$ cat src/rtl/race_pkg.sv
// race_pkg: definitions shared by the race handshake chain
// (race_marshal -> race_official -> race_observer).
//   race_state_e  : marshal FSM states, encoded 2'd0..2'd3
//   LFSR_TAPS_W8  : Galois tap mask for x^8+x^6+x^5+x^4+1 (right-shifting form)
package race_pkg;

  typedef enum logic [1:0] {
    IDLE  = 2'd0,
    DELAY = 2'd1,
    READY = 2'd2,
    RUN   = 2'd3
  } race_state_e;

  localparam logic [7:0] LFSR_TAPS_W8 = 8'hB8;

endpackage

$ cat src/rtl/race_marshal_if.sv
// race_marshal_if: handshake bundle between race_marshal and the rest of the chain.
//   start, done            : chain -> marshal
//   ready, race_count,
//   busy, timeout          : marshal -> chain
// Modports: master = race_marshal side, slave = official/observer/bench side.
interface race_marshal_if
  import race_pkg::*;
#(
  parameter int CNT_W = 16
) ();

  logic             start;
  logic             done;
  logic             ready;
  logic [CNT_W-1:0] race_count;
  logic             busy;
  logic             timeout;

  modport master (
    input  start, done,
    output ready, race_count, busy, timeout
  );

  modport slave (
    output start, done,
    input  ready, race_count, busy, timeout
  );

endinterface

$ cat src/rtl/race_lfsr.sv
// race_lfsr: free-running Galois LFSR, advances every cycle out of reset.
// A zero SEED is replaced by 1 so the register can never lock up at 0.
// Ports: clk (rising edge), rst_l (async, active-low), q (current state).
module race_lfsr
  import race_pkg::*;
#(
  parameter int                LFSR_W = 8,
  parameter logic [LFSR_W-1:0] SEED   = LFSR_W'(8'hA5)
) (
  input  logic              clk,
  input  logic              rst_l,
  output logic [LFSR_W-1:0] q
);

  localparam logic [LFSR_W-1:0] TAPS    = LFSR_W'(LFSR_TAPS_W8);
  localparam logic [LFSR_W-1:0] ONE     = LFSR_W'(1'b1);
  localparam logic [LFSR_W-1:0] SEED_NZ = (SEED == '0) ? ONE : SEED;

  logic [LFSR_W-1:0] lfsr_q;
  logic [LFSR_W-1:0] lfsr_d;

  // Next state: shift right, fold the tap mask in when a 1 falls out.
  always_comb begin
    lfsr_d = {1'b0, lfsr_q[LFSR_W-1:1]};
    if (lfsr_q[0]) begin
      lfsr_d = lfsr_d ^ TAPS;
    end else begin
      lfsr_d = lfsr_d;
    end
  end

  // State register.
  always_ff @(posedge clk or negedge rst_l) begin
    if (!rst_l) begin
      lfsr_q <= SEED_NZ;
    end else begin
      lfsr_q <= lfsr_d;
    end
  end

  assign q = lfsr_q;

endmodule

$ cat src/rtl/race_marshal.sv
// race_marshal: upstream stage of the race handshake chain.
// Waits for the chain to be idle (start=0, done=0), waits a randomised delay
// D = MIN_DELAY + (lfsr & DELAY_MASK), raises ready, holds it until start,
// counts the launched race, then waits for done before re-arming.
// Ports: clk, rst_l (async active-low), bus (race_marshal_if.master:
//   start/done in; ready/race_count/busy/timeout out, all registered).
// Optional feature: define RACE_MARSHAL_TIMEOUT_EN to add a READY watchdog
// that drops ready and pulses timeout after TIMEOUT cycles without start.
module race_marshal
  import race_pkg::*;
#(
  parameter int                LFSR_W     = 8,
  parameter logic [LFSR_W-1:0] SEED       = LFSR_W'(8'hA5),
  parameter int                MIN_DELAY  = 4,
  parameter logic [LFSR_W-1:0] DELAY_MASK = LFSR_W'(8'h0F),
  parameter int                CNT_W      = 16,
  parameter int                TIMEOUT    = 32
) (
  input  logic          clk,
  input  logic          rst_l,
  race_marshal_if.master bus
);

  // Reject parameter sets the counters cannot represent.
  if (TIMEOUT < 1 || MIN_DELAY < 0 || MIN_DELAY > (1 << LFSR_W)) begin : g_bad_param
    $error("race_marshal: TIMEOUT or MIN_DELAY out of range");
  end

  logic [LFSR_W-1:0] lfsr_s;
  logic [LFSR_W:0]   delay_s;

  race_state_e       state_q, state_d;
  logic [LFSR_W:0]   cnt_q, cnt_d;
  logic              ready_q, ready_d;
  logic [CNT_W-1:0]  race_count_q, race_count_d;
  logic              busy_q, busy_d;
  logic              timeout_q, timeout_d;

`ifdef RACE_MARSHAL_TIMEOUT_EN
  localparam int            WD_W     = $clog2(TIMEOUT + 1);
  localparam logic [WD_W-1:0] WD_LAST = WD_W'(TIMEOUT - 1);
  logic [WD_W-1:0] wd_q, wd_d;
`endif

  race_lfsr #(
    .LFSR_W (LFSR_W),
    .SEED   (SEED)
  ) u_lfsr (
    .clk   (clk),
    .rst_l (rst_l),
    .q     (lfsr_s)
  );

  // One extra bit so MIN_DELAY plus the full mask cannot overflow.
  assign delay_s = (LFSR_W + 1)'(MIN_DELAY) + {1'b0, lfsr_s & DELAY_MASK};

  // Next-state and registered-output logic for the handshake FSM.
  always_comb begin
    state_d      = state_q;
    cnt_d        = cnt_q;
    ready_d      = 1'b0;
    race_count_d = race_count_q;
    timeout_d    = 1'b0;
`ifdef RACE_MARSHAL_TIMEOUT_EN
    wd_d         = wd_q;
`endif
    case (state_q)
      IDLE: begin
        // Re-arm only once the whole chain has gone quiet.
        if (!bus.start && !bus.done) begin
          cnt_d   = delay_s;
          state_d = DELAY;
        end else begin
          state_d = IDLE;
        end
      end
      DELAY: begin
        if (bus.start || bus.done) begin
          state_d = IDLE;
        end else if (cnt_q == '0) begin
          ready_d = 1'b1;
          state_d = READY;
`ifdef RACE_MARSHAL_TIMEOUT_EN
          wd_d    = '0;
`endif
        end else begin
          cnt_d = cnt_q - (LFSR_W + 1)'(1'b1);
        end
      end
      READY: begin
        // start wins over a coincident done; that done is not acted on here.
        if (bus.start) begin
          race_count_d = race_count_q + CNT_W'(1'b1);
          state_d      = RUN;
`ifdef RACE_MARSHAL_TIMEOUT_EN
        end else if (wd_q == WD_LAST) begin
          timeout_d = 1'b1;
          state_d   = IDLE;
        end else begin
          wd_d    = wd_q + WD_W'(1'b1);
          ready_d = 1'b1;
`else
        end else begin
          ready_d = 1'b1;
`endif
        end
      end
      RUN: begin
        if (bus.done) begin
          state_d = IDLE;
        end else begin
          state_d = RUN;
        end
      end
      default: begin
        state_d = IDLE;
      end
    endcase
    busy_d = (state_d != IDLE);
  end

  // State, counters and output registers.
  always_ff @(posedge clk or negedge rst_l) begin
    if (!rst_l) begin
      state_q      <= IDLE;
      cnt_q        <= '0;
      ready_q      <= 1'b0;
      race_count_q <= '0;
      busy_q       <= 1'b0;
      timeout_q    <= 1'b0;
`ifdef RACE_MARSHAL_TIMEOUT_EN
      wd_q         <= '0;
`endif
    end else begin
      state_q      <= state_d;
      cnt_q        <= cnt_d;
      ready_q      <= ready_d;
      race_count_q <= race_count_d;
      busy_q       <= busy_d;
      timeout_q    <= timeout_d;
`ifdef RACE_MARSHAL_TIMEOUT_EN
      wd_q         <= wd_d;
`endif
    end
  end

  assign bus.ready      = ready_q;
  assign bus.race_count = race_count_q;
  assign bus.busy       = busy_q;
  assign bus.timeout    = timeout_q;

endmodule

$ cat src/flat_wrapper.sv
// flat-port wrapper written by rule: the top's interface ports become plain ports
module race_marshal_flat import race_pkg::*;
#(
  parameter int                LFSR_W     = 8,
  parameter logic [LFSR_W-1:0] SEED       = LFSR_W'(8'hA5),
  parameter int                MIN_DELAY  = 4,
  parameter logic [LFSR_W-1:0] DELAY_MASK = LFSR_W'(8'h0F),
  parameter int                CNT_W      = 16,
  parameter int                TIMEOUT    = 32
)
  (clk, rst_l, bus_start, bus_done, bus_ready, bus_race_count, bus_busy, bus_timeout);
  race_marshal_if #(.CNT_W(CNT_W)) bus_i ();
  input  logic clk;
  input  logic rst_l;
  input wire logic [$bits(bus_i.start)-1:0] bus_start;
  input wire logic [$bits(bus_i.done)-1:0] bus_done;
  output wire logic [$bits(bus_i.ready)-1:0] bus_ready;
  output wire logic [$bits(bus_i.race_count)-1:0] bus_race_count;
  output wire logic [$bits(bus_i.busy)-1:0] bus_busy;
  output wire logic [$bits(bus_i.timeout)-1:0] bus_timeout;
  assign bus_i.start = bus_start;
  assign bus_i.done = bus_done;
  assign bus_ready = bus_i.ready;
  assign bus_race_count = bus_i.race_count;
  assign bus_busy = bus_i.busy;
  assign bus_timeout = bus_i.timeout;
  race_marshal #(.LFSR_W(LFSR_W), .SEED(SEED), .MIN_DELAY(MIN_DELAY), .DELAY_MASK(DELAY_MASK), .CNT_W(CNT_W), .TIMEOUT(TIMEOUT)) u_core (.clk(clk), .rst_l(rst_l), .bus(bus_i));
endmodule
$ cat config.mk
export PLATFORM = sky130hd
export DESIGN_NAME = race_marshal_flat
export DESIGN_NICKNAME = d
export VERILOG_FILES = /design/src/rtl/race_pkg.sv /design/src/rtl/race_marshal_if.sv /design/src/rtl/race_lfsr.sv /design/src/rtl/race_marshal.sv /design/src/flat_wrapper.sv
export SDC_FILE = /design/constraint.sdc
export NUM_CORES = 1
export LEC_CHECK = 0
export ABC_CLOCK_PERIOD_IN_PS = 1800
export BUFFER_PORTS_ARGS = -buffer_cell sky130_fd_sc_hd__buf_4
export CORE_MARGIN = 2
export CORE_UTILIZATION = 53
export CTS_BUF_LIST = sky130_fd_sc_hd__clkbuf_4
export DETAILED_ROUTE_END_ITERATION = 6
export GPL_ROUTABILITY_DRIVEN = 1
export PLACE_DENSITY_LB_ADDON = 0.3
export SETUP_SLACK_MARGIN = 0.3
export SLEW_MARGIN = 10
export SYNTH_ARGS = -nofsm -noshare
export SYNTH_HDL_FRONTEND = slang
export SYNTH_SLANG_ARGS = --single-unit
$ cat constraint.sdc
create_clock -name clk -period 1.8 [get_ports clk]
set_input_delay 0.54 -clock clk [delete_from_list [all_inputs] [get_ports clk]]
set_output_delay 0.54 -clock clk [all_outputs]
set_load 0.05 [all_outputs]
---- Word level (Yosys, flattened, before mapping) ----
Index checks and enable logic that the tools add are counted.
storage, ports and cells
  input port bits ......................... 4
  flip-flop bits (word level) ............. 37
  output and inout bits ................... 19
operators by class
  eq/ne operators ......................... 6
  reductions and logical operators ........ 10
  bitwise gates (word level) .............. 1
  add/subtract/negate cells ............... 3
  muxes and demuxes ....................... 15
operator list
  kind                                                                     count
  9-bit 2-to-1 mux                                                         3
  9-bit one-hot mux with 2 select lines                                    1
  16-bit by 1-bit adder with 16-bit output, second input constant          1
  9-bit logical NOT                                                        1
  9-bit by 1-bit subtractor with 9-bit output, second input constant       1
  2-bit 2-to-1 mux                                                         4
  8-bit 2-to-1 mux                                                         1
  2-bit one-hot mux with 4 select lines                                    1
  3-bit by 4-bit adder with 5-bit output, first input constant             1
  2-bit == test, second input constant                                     2
  1-bit 2-to-1 mux                                                         4
  2-bit inequality test, second input constant                             2
  3-bit NOT with 4-bit output                                              1
  4-bit AND reduction                                                      1
  2-bit nonzero test                                                       2
  2-bit by 1-bit == test with 1-bit output, second input constant          1
  1-bit logical NOT                                                        2
  2-bit logical NOT                                                        1
  2-bit by 1-bit inequality test with 1-bit output, second input constant  1
  1-bit one-hot mux with 2 select lines                                    1
  2-bit AND reduction                                                      1
  1-bit logical AND                                                        1
  1-bit logical OR                                                         1

---- Depth between registers and ports, before layout ----
  depth after elaboration ................. 5
  gate-level depth with buffers ........... 8
  mapped depth without buffers ............ 6

---- Hierarchy ----
Synthesis repeated with hierarchy kept, for this count alone.
second synthesis, totals
  cell total of the unflattened synthesis .. 157
  area total of the unflattened synthesis .. 1,816.7 µm²
by module, submodules not included
  module        cells an instance  area each (µm²)  instances
  race_marshal  141                1,547.7          1
  race_lfsr     16                 269.0            1

---- Least setup slack after synthesis ----
Ideal clock, no wire load.
  kind .................................... reg2reg
  start point ............................. reg u_core.cnt_q[0]
  end point ............................... reg u_core.cnt_q[7]
  arrival time ............................ 1.886 ns
  cell stages (with the launch flop) ...... 8
  setup slack ............................. -0.160 ns
  data required time ...................... 1.727 ns
  setup time .............................. 0.073 ns
  path through ............................ dfrtp_1 -> inv_1 -> ha_1 -> or4b_4 -> or3_1 -> buf_6 -> a31o_1 -> a21oi_2
on the way
  cells in the longest elaborated chain, start to end .. 4
ends and longest elaborated chain
  what                                         line                 source
  start: declaration                           race_marshal.sv:33   logic [LFSR_W:0] cnt_q, cnt_d;
  start signal: assignment                     race_marshal.sv:136  cnt_q <= cnt_d;
  9-bit by 1-bit subtractor with 9-bit output  race_marshal.sv:87   cnt_d = cnt_q - (LFSR_W + 1)'(1'b1);
  9-bit 2-to-1 mux                             race_marshal.sv:80   end else if (cnt_q == '0) begin
  9-bit 2-to-1 mux                             race_marshal.sv:78   if (bus.start || bus.done) begin
  9-bit one-hot mux with 2 select lines        race_marshal.sv:67   case (state_q)
Parallel ways exist; a longest one is shown, timed or not. The select of a mux whose other input is x is not followed.
A chain may end at the register's enable or synchronous reset.

---- Final worst setup path ----
  start point ............................. reg u_core.cnt_q[0]
  end point ............................... reg u_core.cnt_q[6]
The elaborated chain is that of the path after synthesis.

==> results.json <==
{
  "yosys_warnings": 0,
  "synthToLayoutAreaGrowth_pct": 46.8,
  "fp.dieH_um": 62.4,
  "vias_per_cell": 5.79,
  "post-route-period-util": 1.09,
  "clkTransAtPathRegs_ns": 0.12,
  "ir_drop_uv": 556,
  "min_path_type": "in2async",
  "drive_above_1_share": 0.496,
  "drc": 0,
  "relSlewSlack": 0.662,
  "grt_max_degree": 38,
  "insertion_delay_ns": 0.35,
  "final_area_mm2": 0.00265,
  "crit_chain": "inv_2 -> ha_4 -> or4b_4 -> nor4_1 -> a21oi_1 -> a31o_2",
  "startpoint_type": "register",
  "place_area_mm2": 0.00213,
  "htreeDepth": 2,
  "synthCells": 171,
  "antenna_cells": 0,
  "outcome": "finished, violations left",
  "cts_tree": "done",
  "core_area_mm2": 0.00331,
  "fin_cells": 286,
  "grt_remaining_overflow": 0,
  "setup_viol": 12,
  "finalWirelength_um": 5530,
  "tns_ns": -1.46,
  "yosysSeqAreaShare": 0.516,
  "worstMarginPinSlew_ns": 0.506,
  "critPathTopFamily": "simple AND/OR/NAND/NOR gates",
  "drtIter0Drc": 82,
  "start_util": 0.545,
  "antenna_found_initial": 0,
  "vias": 1656,
  "grt_pass1_wl_um": 7180,
  "cpMaxStageDelayCell": "or4b_4",
  "firstDrtPassIters": 4,
  "die_x_um": 62.4,
  "grt_setup_unrepaired": "yes",
  "finClkSkew_ns": 0.00602,
  "clock-root-buffer": "clkbuf_4",
  "clk_path_buf_depth": 2,
  "path_buf_inv": 1,
  "postSynth.asyncResetShare": 1.00,
  "placement.io_buffers": 21,
  "synth_area_mm2": 0.00181,
  "dpl.cell_count": 248,
  "syn-num-nets": 183,
  "synth-seq-cells": 37,
  "p_leak_nw": 1.28,
  "fin_ws_ns": -0.165,
  "cts_inserted_buffers": 5,
  "num_rows": 21,
  "cp.arrival_ns": 2.21,
  "final-hold-violation-count": 0,
  "cap_violations": 0,
  "place.gp.congestion": 0.874,
  "period_minus_slack_ns": 1.96,
  "critPathLaunch": "u_core.cnt_q[0]",
  "cp_slowest_stage_delay_ns": 0.49,
  "ant_nets": 0,
  "dpl_worst_slack_ns": -0.231,
  "crit_type": "reg2reg",
  "worstPathRequired_ns": 2.05,
  "synthFlopType": "dfrtp_1",
  "power_density_mw_per_mm2": 855,
  "syn-mean-instance-area_um2": 10.6,
  "place_hpwl_um": 2570,
  "dieArea_mm2": 0.00389,
  "path_max_fanout": 5,
  "end_kind": "register",
  "p_total_w": 0.00227,
  "fill_cells": 174,
  "clock-sinks": 37,
  "num_io_pins": 23,
  "synth_edf_count": 0,
  "violations": "negative setup slack",
  "drv_slew": 0,
  "r2r-start": "u_core.cnt_q[0]",
  "first_global_vias": 1544,
  "max_freq_mhz": 509,
  "finalNetCount": 251,
  "wire_per_inst_um": 19.3,
  "yosysUniqueCellTypes": 45,
  "grt_usage": 0.239
}
## cell usage after synthesis (2+ instances only)
cell,number,area share
dfrtp_1,33,0.46
xor2_1,8,0.039
nand4_1,6,0.021
o21ai_0,7,0.019
nor3_1,3,0.0083
nor2_1,14,0.029
ha_1,8,0.055
a31oi_1,2,0.0069
and3_1,3,0.010
nand2_1,11,0.023
clkbuf_1,3,0.0062
and4_1,2,0.0097
inv_1,9,0.019
or3_1,2,0.0069
xnor2_1,10,0.049
nand2b_1,3,0.010
nand3_1,3,0.0083
dfstp_2,4,0.058
a21boi_0,2,0.0083
o32ai_1,2,0.0097
a21oi_1,12,0.033
## cell usage in the layout (no fill, tap or decap), types with 7 or more instances in the layout
cell type,count
xnor2_1,8
xor2_1,7
buf_4,48
nor2_1,11
a21oi_1,10
dfrtp_1,26
dfrtp_2,7
nand2_1,10
buf_6,11
## sequential cells by signal, summed over array words and instances, names as in the netlist
signal,count
u_core.bus.race_count,16
u_core.cnt_q,9
u_core.u_lfsr.q,8
u_core.state_q,2
u_core.bus.busy,1
u_core.bus.ready,1
## path summary, 6_finish.rpt
kind | to | slack [ns] | cells past startpoint
min | u_core.cnt_q[7] | 0.13 | 1
max reg2reg | u_core.cnt_q[6] | -0.16 | 6
min in group clk | u_core.u_lfsr.q[0] | 0.40 | 0
min reg2reg | u_core.u_lfsr.q[0] | 0.40 | 0
max in group asynchronous | u_core.u_lfsr.q[7] | 1.32 | 1
max | u_core.cnt_q[6] | -0.16 | 6
## stage by stage
| step | hold slack, ns | utilization |
|---|---|---|
| after floorplan | 0.244 | - |
| after global placement | 0.367 | 0.643 |
| after detailed placement | 0.373 | 0.643 |
| after CTS | 0.150 | 0.730 |
| after global routing | 0.162 | 0.800 |
| final | 0.135 | 0.800 |
## cell families after synthesis
kind of cell               count (synthesis)  share of synthesized area
and+or+nand+nor                           58                      0.179
DFF                                       37                      0.516
AOI/OAI and AO/OA                         34                      0.119
xor gates and xnor gates                  18                     0.0873
buffers and inverters                     14                     0.0353
adders and majority gates                  8                     0.0554
other                                      1                    0.00208
muxes                                      1                    0.00624
## report_power, final
| part | leakage, nW | total, W | switching, W | internal, W |
|---|---|---|---|---|
| logic | 0.764 | 0.000845 | 0.000458 | 0.000388 |
| registers | 0.477 | 0.000972 | 0.0000654 | 0.000906 |
| clock network | 0.0354 | 0.000448 | 0.000284 | 0.000164 |
## area by class of cell
type | instances | area (µm²) | share of cell area
Multi-Input combinational cell | 121 | 990 | 0.373
Timing Repair Buffer | 65 | 574 | 0.217
Inverter | 9 | 33.8 | 0.0127
Tap cell | 46 | 57.6 | 0.0217
Sequential cell | 37 | 940 | 0.355
Clock inverter | 2 | 10.0 | 0.00378
Clock buffer | 6 | 45.0 | 0.0170
## timing repair
action | 4_1_cts | 5_1_grt
hold buffers | 0 | 0
endpoints found under the setup margin | 37 | 37
cloned | 1 | 0
pin swaps | 7 | 19
gates resized for setup | 22 | 38
setup buffers | 20 | 9
## layer usage
metal  vias to the layer above  track usage  wire length, µm
li1                        733            -                -
met1                       810        0.296             2090
met2                        91        0.410             2930
met3                        22       0.0471              279
met4                         0       0.0972              227
met5                         -            0                0
Power figures use the tool's default switching activity.
